===== config.mk =====
export PLATFORM = sky130hd
export DESIGN_NAME = mem_port_arbiter
export DESIGN_NICKNAME = d
export VERILOG_FILES = /design/src/rtl/mem_arb_pkg.sv /design/src/rtl/mem_arb_pick.sv /design/src/rtl/mem_port_arbiter.sv
export SDC_FILE = /design/constraint.sdc
export NUM_CORES = 1
export LEC_CHECK = 0
export ABC_CLOCK_PERIOD_IN_PS = 3850
export CAP_MARGIN = 20
export CORE_ASPECT_RATIO = 0.8
export CORE_UTILIZATION = 40
export CTS_BUF_LIST = sky130_fd_sc_hd__clkbuf_16
export DETAILED_ROUTE_END_ITERATION = 6
export GPL_TIMING_DRIVEN = 1
export PLACE_DENSITY = 0.76
export SETUP_SLACK_MARGIN = 0.15
export SYNTH_ARGS = -nofsm -noshare
export SYNTH_HDL_FRONTEND = slang
export SYNTH_SLANG_ARGS = --single-unit

===== constraint.sdc =====
create_clock -name ctrl_clk -period 3.85 [get_ports ctrl_clk]
set_input_delay 0.5775 -clock ctrl_clk [delete_from_list [all_inputs] [get_ports ctrl_clk]]
set_output_delay 0.5775 -clock ctrl_clk [all_outputs]
set_load 0.03 [all_outputs]

===== src/rtl/mem_arb_pkg.sv =====
// mem_arb_pkg
// Shared types and defaults for the memory port arbiter.
//   arb_state_t : arbiter FSM states (IDLE, WR_BUSY, RD_BUSY)
//   req_id_t    : requester identity (REQ_WR, REQ_RD)
//   DEF_QUOTA, DEF_MAX_STARVE : default fairness limits
//   other_req() : returns the requester that is not the one given
package mem_arb_pkg;

  typedef enum logic [1:0] {
    IDLE    = 2'd0,
    WR_BUSY = 2'd1,
    RD_BUSY = 2'd2
  } arb_state_t;

  typedef enum logic {
    REQ_WR = 1'b0,
    REQ_RD = 1'b1
  } req_id_t;

  localparam int DEF_QUOTA      = 4;
  localparam int DEF_MAX_STARVE = 16;

  function automatic req_id_t other_req(input req_id_t id);
    if (id == REQ_WR) return REQ_RD;
    return REQ_WR;
  endfunction

endpackage


===== src/rtl/mem_arb_pick.sv =====
// mem_arb_pick
// Combinational grant decision for the memory port arbiter.
// Ports:
//   wr_req, rd_req  : pending requests
//   wr_urgent       : write side asks for priority
//   quota_cnt       : consecutive grants to last_served (0 = no turn in progress)
//   starve_cnt      : write grants made while a read was waiting
//   last_served     : requester granted most recently
//   pick_valid      : at least one requester is asking
//   pick_id         : requester to grant next
//   pick_urgent     : decision was made by the urgent-write override
module mem_arb_pick
  import mem_arb_pkg::*;
#(
  parameter int QUOTA      = DEF_QUOTA,
  parameter int MAX_STARVE = DEF_MAX_STARVE,
  parameter int QW         = $clog2(QUOTA + 1),
  parameter int SW         = $clog2(MAX_STARVE + 1)
) (
  input  logic          wr_req,
  input  logic          rd_req,
  input  logic          wr_urgent,
  input  logic [QW-1:0] quota_cnt,
  input  logic [SW-1:0] starve_cnt,
  input  req_id_t       last_served,
  output logic          pick_valid,
  output req_id_t       pick_id,
  output logic          pick_urgent
);

  always_comb begin
    pick_valid  = wr_req | rd_req;
    pick_id     = REQ_WR;
    pick_urgent = 1'b0;
    if (wr_req && !rd_req) begin
      pick_id = REQ_WR;
    end else if (rd_req && !wr_req) begin
      pick_id = REQ_RD;
    end else if (starve_cnt == SW'(MAX_STARVE)) begin
      pick_id = REQ_RD;
    end else if (wr_urgent) begin
      pick_id     = REQ_WR;
      pick_urgent = 1'b1;
    end else if (quota_cnt != '0 && quota_cnt < QW'(QUOTA)) begin
      // A zero count means no turn is in progress (just out of reset),
      // so the tie falls through to the other side and write goes first.
      pick_id = last_served;
    end else begin
      pick_id = other_req(last_served);
    end
  end

endmodule


===== src/rtl/mem_port_arbiter.sv =====
// mem_port_arbiter
// Shares one memory controller command port between the camera write
// sequencer and the display read sequencer. One transaction at a time;
// round-robin with per-turn quota, urgent write override and a read
// starvation guard.
// Ports:
//   ctrl_clk, reset (async, active high)
//   wr_req/wr_addr/wr_data/wr_urgent -> wr_waitrequest
//   rd_req/rd_addr -> rd_waitrequest, rd_data, rd_valid
//   mem_addr/mem_write/mem_read/mem_wdata -> memory, mem_rdata/mem_waitrequest <- memory
//   grant_wr/grant_rd : registered ownership flags
// Optional: define MEM_ARB_STATS_EN to add wr_grant_cnt, rd_grant_cnt
// and urgent_cnt (completed writes, completed reads, urgent-override grants).
module mem_port_arbiter
  import mem_arb_pkg::*;
#(
  parameter int ADDR_W     = 32,
  parameter int DATA_W     = 32,
  parameter int QUOTA      = DEF_QUOTA,
  parameter int MAX_STARVE = DEF_MAX_STARVE
) (
  input  logic              ctrl_clk,
  input  logic              reset,
  input  logic              wr_req,
  input  logic [ADDR_W-1:0] wr_addr,
  input  logic [DATA_W-1:0] wr_data,
  input  logic              wr_urgent,
  output logic              wr_waitrequest,
  input  logic              rd_req,
  input  logic [ADDR_W-1:0] rd_addr,
  output logic              rd_waitrequest,
  output logic [DATA_W-1:0] rd_data,
  output logic              rd_valid,
  output logic [ADDR_W-1:0] mem_addr,
  output logic              mem_write,
  output logic              mem_read,
  output logic [DATA_W-1:0] mem_wdata,
  input  logic [DATA_W-1:0] mem_rdata,
  input  logic              mem_waitrequest,
`ifdef MEM_ARB_STATS_EN
  output logic [31:0]       wr_grant_cnt,
  output logic [31:0]       rd_grant_cnt,
  output logic [31:0]       urgent_cnt,
`endif
  output logic              grant_wr,
  output logic              grant_rd
);

  localparam int QW = $clog2(QUOTA + 1);
  localparam int SW = $clog2(MAX_STARVE + 1);

  arb_state_t    state_reg;
  logic [QW-1:0] quota_cnt_reg;
  logic [SW-1:0] starve_cnt_reg;
  req_id_t       last_served_reg;

  logic    pick_valid;
  req_id_t pick_id;
  logic    pick_urgent;
  logic    wr_cmpl;
  logic    rd_cmpl;

  mem_arb_pick #(
    .QUOTA      (QUOTA),
    .MAX_STARVE (MAX_STARVE),
    .QW         (QW),
    .SW         (SW)
  ) u_pick (
    .wr_req      (wr_req),
    .rd_req      (rd_req),
    .wr_urgent   (wr_urgent),
    .quota_cnt   (quota_cnt_reg),
    .starve_cnt  (starve_cnt_reg),
    .last_served (last_served_reg),
    .pick_valid  (pick_valid),
    .pick_id     (pick_id),
    .pick_urgent (pick_urgent)
  );

  // Completion is the memory dropping waitrequest while we own the port;
  // the owner sees its own waitrequest low for that single cycle.
  assign wr_cmpl        = (state_reg == WR_BUSY) && !mem_waitrequest;
  assign rd_cmpl        = (state_reg == RD_BUSY) && !mem_waitrequest;
  assign wr_waitrequest = !wr_cmpl;
  assign rd_waitrequest = !rd_cmpl;

  always_ff @(posedge ctrl_clk or posedge reset) begin
    if (reset) begin
      state_reg       <= IDLE;
      grant_wr        <= 1'b0;
      grant_rd        <= 1'b0;
      mem_write       <= 1'b0;
      mem_read        <= 1'b0;
      mem_addr        <= '0;
      mem_wdata       <= '0;
      rd_data         <= '0;
      rd_valid        <= 1'b0;
      quota_cnt_reg   <= '0;
      starve_cnt_reg  <= '0;
      last_served_reg <= REQ_RD;
    end else begin
      rd_valid <= 1'b0;
      case (state_reg)
        IDLE: begin
          if (pick_valid) begin
            // Requesters hold address/data stable until accepted, so a
            // copy taken at grant time is what the memory must see.
            if (pick_id == REQ_WR) begin
              state_reg <= WR_BUSY;
              grant_wr  <= 1'b1;
              mem_write <= 1'b1;
              mem_addr  <= wr_addr;
              mem_wdata <= wr_data;
            end else begin
              state_reg <= RD_BUSY;
              grant_rd  <= 1'b1;
              mem_read  <= 1'b1;
              mem_addr  <= rd_addr;
            end
            if (pick_id != last_served_reg)
              quota_cnt_reg <= QW'(1);
            else if (quota_cnt_reg != QW'(QUOTA))
              quota_cnt_reg <= quota_cnt_reg + QW'(1);
            if (pick_id == REQ_RD)
              starve_cnt_reg <= '0;
            else if (rd_req && starve_cnt_reg != SW'(MAX_STARVE))
              starve_cnt_reg <= starve_cnt_reg + SW'(1);
            last_served_reg <= pick_id;
          end
        end
        WR_BUSY: begin
          if (!mem_waitrequest) begin
            state_reg <= IDLE;
            grant_wr  <= 1'b0;
            mem_write <= 1'b0;
          end
        end
        RD_BUSY: begin
          if (!mem_waitrequest) begin
            state_reg <= IDLE;
            grant_rd  <= 1'b0;
            mem_read  <= 1'b0;
            rd_data   <= mem_rdata;
            rd_valid  <= 1'b1;
          end
        end
        default: begin
          state_reg <= IDLE;
          grant_wr  <= 1'b0;
          grant_rd  <= 1'b0;
          mem_write <= 1'b0;
          mem_read  <= 1'b0;
        end
      endcase
    end
  end

`ifdef MEM_ARB_STATS_EN
  always_ff @(posedge ctrl_clk or posedge reset) begin
    if (reset) begin
      wr_grant_cnt <= '0;
      rd_grant_cnt <= '0;
      urgent_cnt   <= '0;
    end else begin
      if (wr_cmpl) wr_grant_cnt <= wr_grant_cnt + 32'd1;
      if (rd_cmpl) rd_grant_cnt <= rd_grant_cnt + 32'd1;
      if (state_reg == IDLE && pick_valid && pick_urgent)
        urgent_cnt <= urgent_cnt + 32'd1;
    end
  end
`else
  logic unused_pick_urgent;
  assign unused_pick_urgent = pick_urgent;
`endif

endmodule


==> results.txt <==
The run finished with clean final reports. The number of buffers inserted to repair setup after CTS came out at 0. The congestion estimate from routability-driven global placement came to 0.846.

The H-tree depth came out at 3. Max-cap violations in this run came to 0. The worst hold-check slack came out at 0.488 ns. In the synthesized netlist the async set-or-reset flop fraction comes to 100%. The count of flip-flops with a built-in enable after synthesis is 0. The global-route wire length before repair came out at 25500 microns. The number of gates resized after cts is 0. For this design the static power due to leakage is 0.00346 uW. Counting instances in the post-synthesis netlist gives the leading cell types as sky130_fd_sc_hd__dfrtp_1 (109), sky130_fd_sc_hd__mux2_2 (56), sky130_fd_sc_hd__nor2_1 (36). The area of the placeable core is 13100 sq um. The worst-case clock buffer depth is 2.

Setup repair after global routing left no endpoint under its margin. The largest registers in the layout are mem_addr: 32 flops, mem_wdata: 32 flops, rd_data: 32 flops. Synthesis produced 461 cells. The setup total negative slack is 0 ns.

The number of global-route vias before repair is 4958. The number of register bits inferred by synthesis came out at 110. Across all layers, the routed design uses 4691 vias. The number of warning messages in the yosys log is 0. Dividing the final minimum period by the clock period gives 67.6%. The worst clock skew is 0.00720 ns. The worst path in the final design needs a cycle of 2.60 ns, including I/O delays and setup. Counting every net in the synthesized netlist gives 602. The number of antenna violations at the first check in global routing came out at 0. The peak clock frequency supported by timing came out at 384 MHz. The final layout contains 818 nets. The worst setup slack after placement came out at 1.12 ns. In the final routed layout, each cell accounts on average for 18.8 microns. The setup slack of the critical path after layout is 1.25 ns. The critical path arrival is 2.02 ns.

The CTS tree is yes. By area the synthesized netlist is led by sky130_fd_sc_hd__dfrtp_1 (50%), sky130_fd_sc_hd__mux2_2 (11%), sky130_fd_sc_hd__mux2i_1 (6.0%). The total power density per cell area is 846 nW/um^2. The die extent in x is 133 microns. For hold timing, the worst endpoint is mem_wdata[24]$_DFFE_PP0P_. The buffer type at the clock tree root is sky130_fd_sc_hd__clkbuf_16. The total track usage is 23.0%. Hold repair after CTS inserted 0 buffers. The cell taking the most area after synthesis is sky130_fd_sc_hd__dfrtp_1.

In the synthesized netlist the dominant register cell turns out to be sky130_fd_sc_hd__dfrtp_1. Buffers inserted during clock tree synthesis total 9. The worst-case register-to-register setup slack came out at 1.32 ns. The worst hold path begins at mem_wdata[24]$_DFFE_PP0P_.

The share of synthesized area occupied by flip-flops and latches is 50.0%. The highest ir drop seen on vdd came out at 0.523 mV. 0 antenna diodes ended up in the layout.

Once the floorplan was initialized, standard cells occupied 41.9% of the core. The clock edge transition at the registers on the reported setup and hold paths is 0.07 ns. The post-route antenna net violation count is 0. The critical path required time is 3.27 ns. The number of endpoints with negative hold slack in the final report was 0. The tightest slew margin relative to the limit came out at 32.9%. The sum of routed wire length over all layers is 16100 microns. Summed over all nets, the half-perimeter wirelength after detailed placement is 11500 microns.

The worst setup path is captured at a primary output. The mean post-synth cell area came out at 12.0 sq um. STA classifies the critical path startpoint as an input pin.

The floorplan step set the die height to 107 microns. The share of final-layout standard cells stronger than drive strength 1 is 13.2%. The worst hold path belongs to the class flop to flop. Summing every instance area after synthesis gives 5510 sq um. The startpoint identified for the worst register-to-register timing path is quota_cnt_reg[0]$_DFFE_PP0P_.

The maximum number of pins on one net before global-route repair came out at 71. The number of design rule violations left after detail routing is 0. Counting cells, the worst reg-to-reg path comes to 8. The area overhead of the layout relative to synthesis is 49.5%. The most common cell in the synthesized netlist is sky130_fd_sc_hd__dfrtp_1. The transition at the pin with the smallest max-transition slack came out at 0.991 ns. Setup violations remaining at the end of the flow were counted as 0. At the later pin of the worst-skew pair, clock insertion delay measures 0.36 ns. The number of sinks handled by clock tree synthesis is 110. The total I/O pin count came out at 237. The number of placement rows is 37. Port buffering added 236 buffers. The detailed router finished its first iteration with 235 violations. The via density per instance is 5.47.

Along the worst path, the maximum fanout reaches 5. The first detailed-routing pass took 4 iterations. The total die area came out at 14300 sq um. The critical path is of the input pin to primary output type. The area share of the largest cell type after synthesis is 49.5%.

Counting distinct cell types in the post-synthesis netlist gives 47. Summed over all layers, the global routing overflow is 0. The instance count along the most critical hold path came out at 1. The max-slew violation count is 0.

The endpoint identified for the worst register-to-register timing path is mem_wdata[22]$_DFFE_PP0P_.
-- power breakdown --
group | switching (uW) | internal [uW]
sequential | 363 | 1740
combinational | 2180 | 1790
clock | 452 | 448
-- logic make-up after synthesis --
logic type,share of synthesized area (%)
buffers and inverters,4.68
adders and majority gates,1.59
and+or+nand+nor,9.56
DFF,50.0
AOI/OAI and AO/OA,15.1
muxes,19.1
-- area by class of cell --
type	instances	area, sq um
clock inverters	7	53.8
flip-flops and latches	110	2750
multi-input cells	299	2500
fillers	1053	4910
repair buffers	246	2440
well taps	175	219
inverters	11	43.8
clock buffers	9	225
-- worst max path at each step --
stage / start / to / cells after the start
final: mem_waitrequest / rd_waitrequest / 4
after CTS: mem_waitrequest / rd_waitrequest / 4
after global placement: wr_urgent / mem_wdata[13]$_DFFE_PP0P_ / 6
after detailed placement: wr_urgent / mem_wdata[21]$_DFFE_PP0P_ / 6
after global routing: quota_cnt_reg[0]$_DFFE_PP0P_ / mem_wdata[2]$_DFFE_PP0P_ / 8
after floorplan: reset / grant_rd$_DFFE_PP0P_ / 1
-- cell usage in the layout (no fill, tap or decap), types with 2 or more instances in the layout --
cell	instances
sky130_fd_sc_hd__a211o_1	2
sky130_fd_sc_hd__a211oi_1	2
sky130_fd_sc_hd__a21o_1	2
sky130_fd_sc_hd__a21oi_1	6
sky130_fd_sc_hd__a22o_1	2
sky130_fd_sc_hd__a311oi_1	2
sky130_fd_sc_hd__and2_1	2
sky130_fd_sc_hd__and3_1	32
sky130_fd_sc_hd__buf_2	2
sky130_fd_sc_hd__buf_4	9
sky130_fd_sc_hd__clkbuf_16	9
sky130_fd_sc_hd__clkdlybuf4s50_1	234
sky130_fd_sc_hd__clkinv_1	3
sky130_fd_sc_hd__dfrtp_1	109
sky130_fd_sc_hd__ha_1	7
sky130_fd_sc_hd__inv_1	9
sky130_fd_sc_hd__inv_6	3
sky130_fd_sc_hd__mux2_1	8
sky130_fd_sc_hd__mux2_2	56
sky130_fd_sc_hd__mux2i_1	33
sky130_fd_sc_hd__nand2_1	7
sky130_fd_sc_hd__nand2b_1	4
sky130_fd_sc_hd__nand3_1	3
sky130_fd_sc_hd__nor2_1	36
sky130_fd_sc_hd__nor3_1	2
sky130_fd_sc_hd__nor4_1	2
sky130_fd_sc_hd__nor4bb_1	2
sky130_fd_sc_hd__o21ai_0	6
sky130_fd_sc_hd__o221ai_1	33
sky130_fd_sc_hd__o22a_1	33
-- critical path, stage by stage --
cell,delay (ns)
sky130_fd_sc_hd__clkdlybuf4s50_1,0.59
sky130_fd_sc_hd__nor2b_2,0.09
sky130_fd_sc_hd__inv_1,0.06
sky130_fd_sc_hd__clkdlybuf4s50_1,0.70
-- layer usage --
metal  share of wire [%]  vias up  global-route usage (%)
met5                   0        -                       0
met4                 1.7        0                    7.31
met3                 8.9       21                    8.70
met2                  52      176                    40.7
met1                  38     2333                    25.6
li1                    -     2161                       -
-- per-stage QoR --
step	cells	power, uW	area, sq um	util, %
detailed placement	841	6100	7960	60.5
CTS	857	7040	8240	62.6
global route	857	7340	8240	62.6
floorplan	461	4530	5510	-
finish	857	6970	8240	62.6
global placement	841	5980	7960	60.5
No activity file was read; power rests on OpenSTA's default activity.
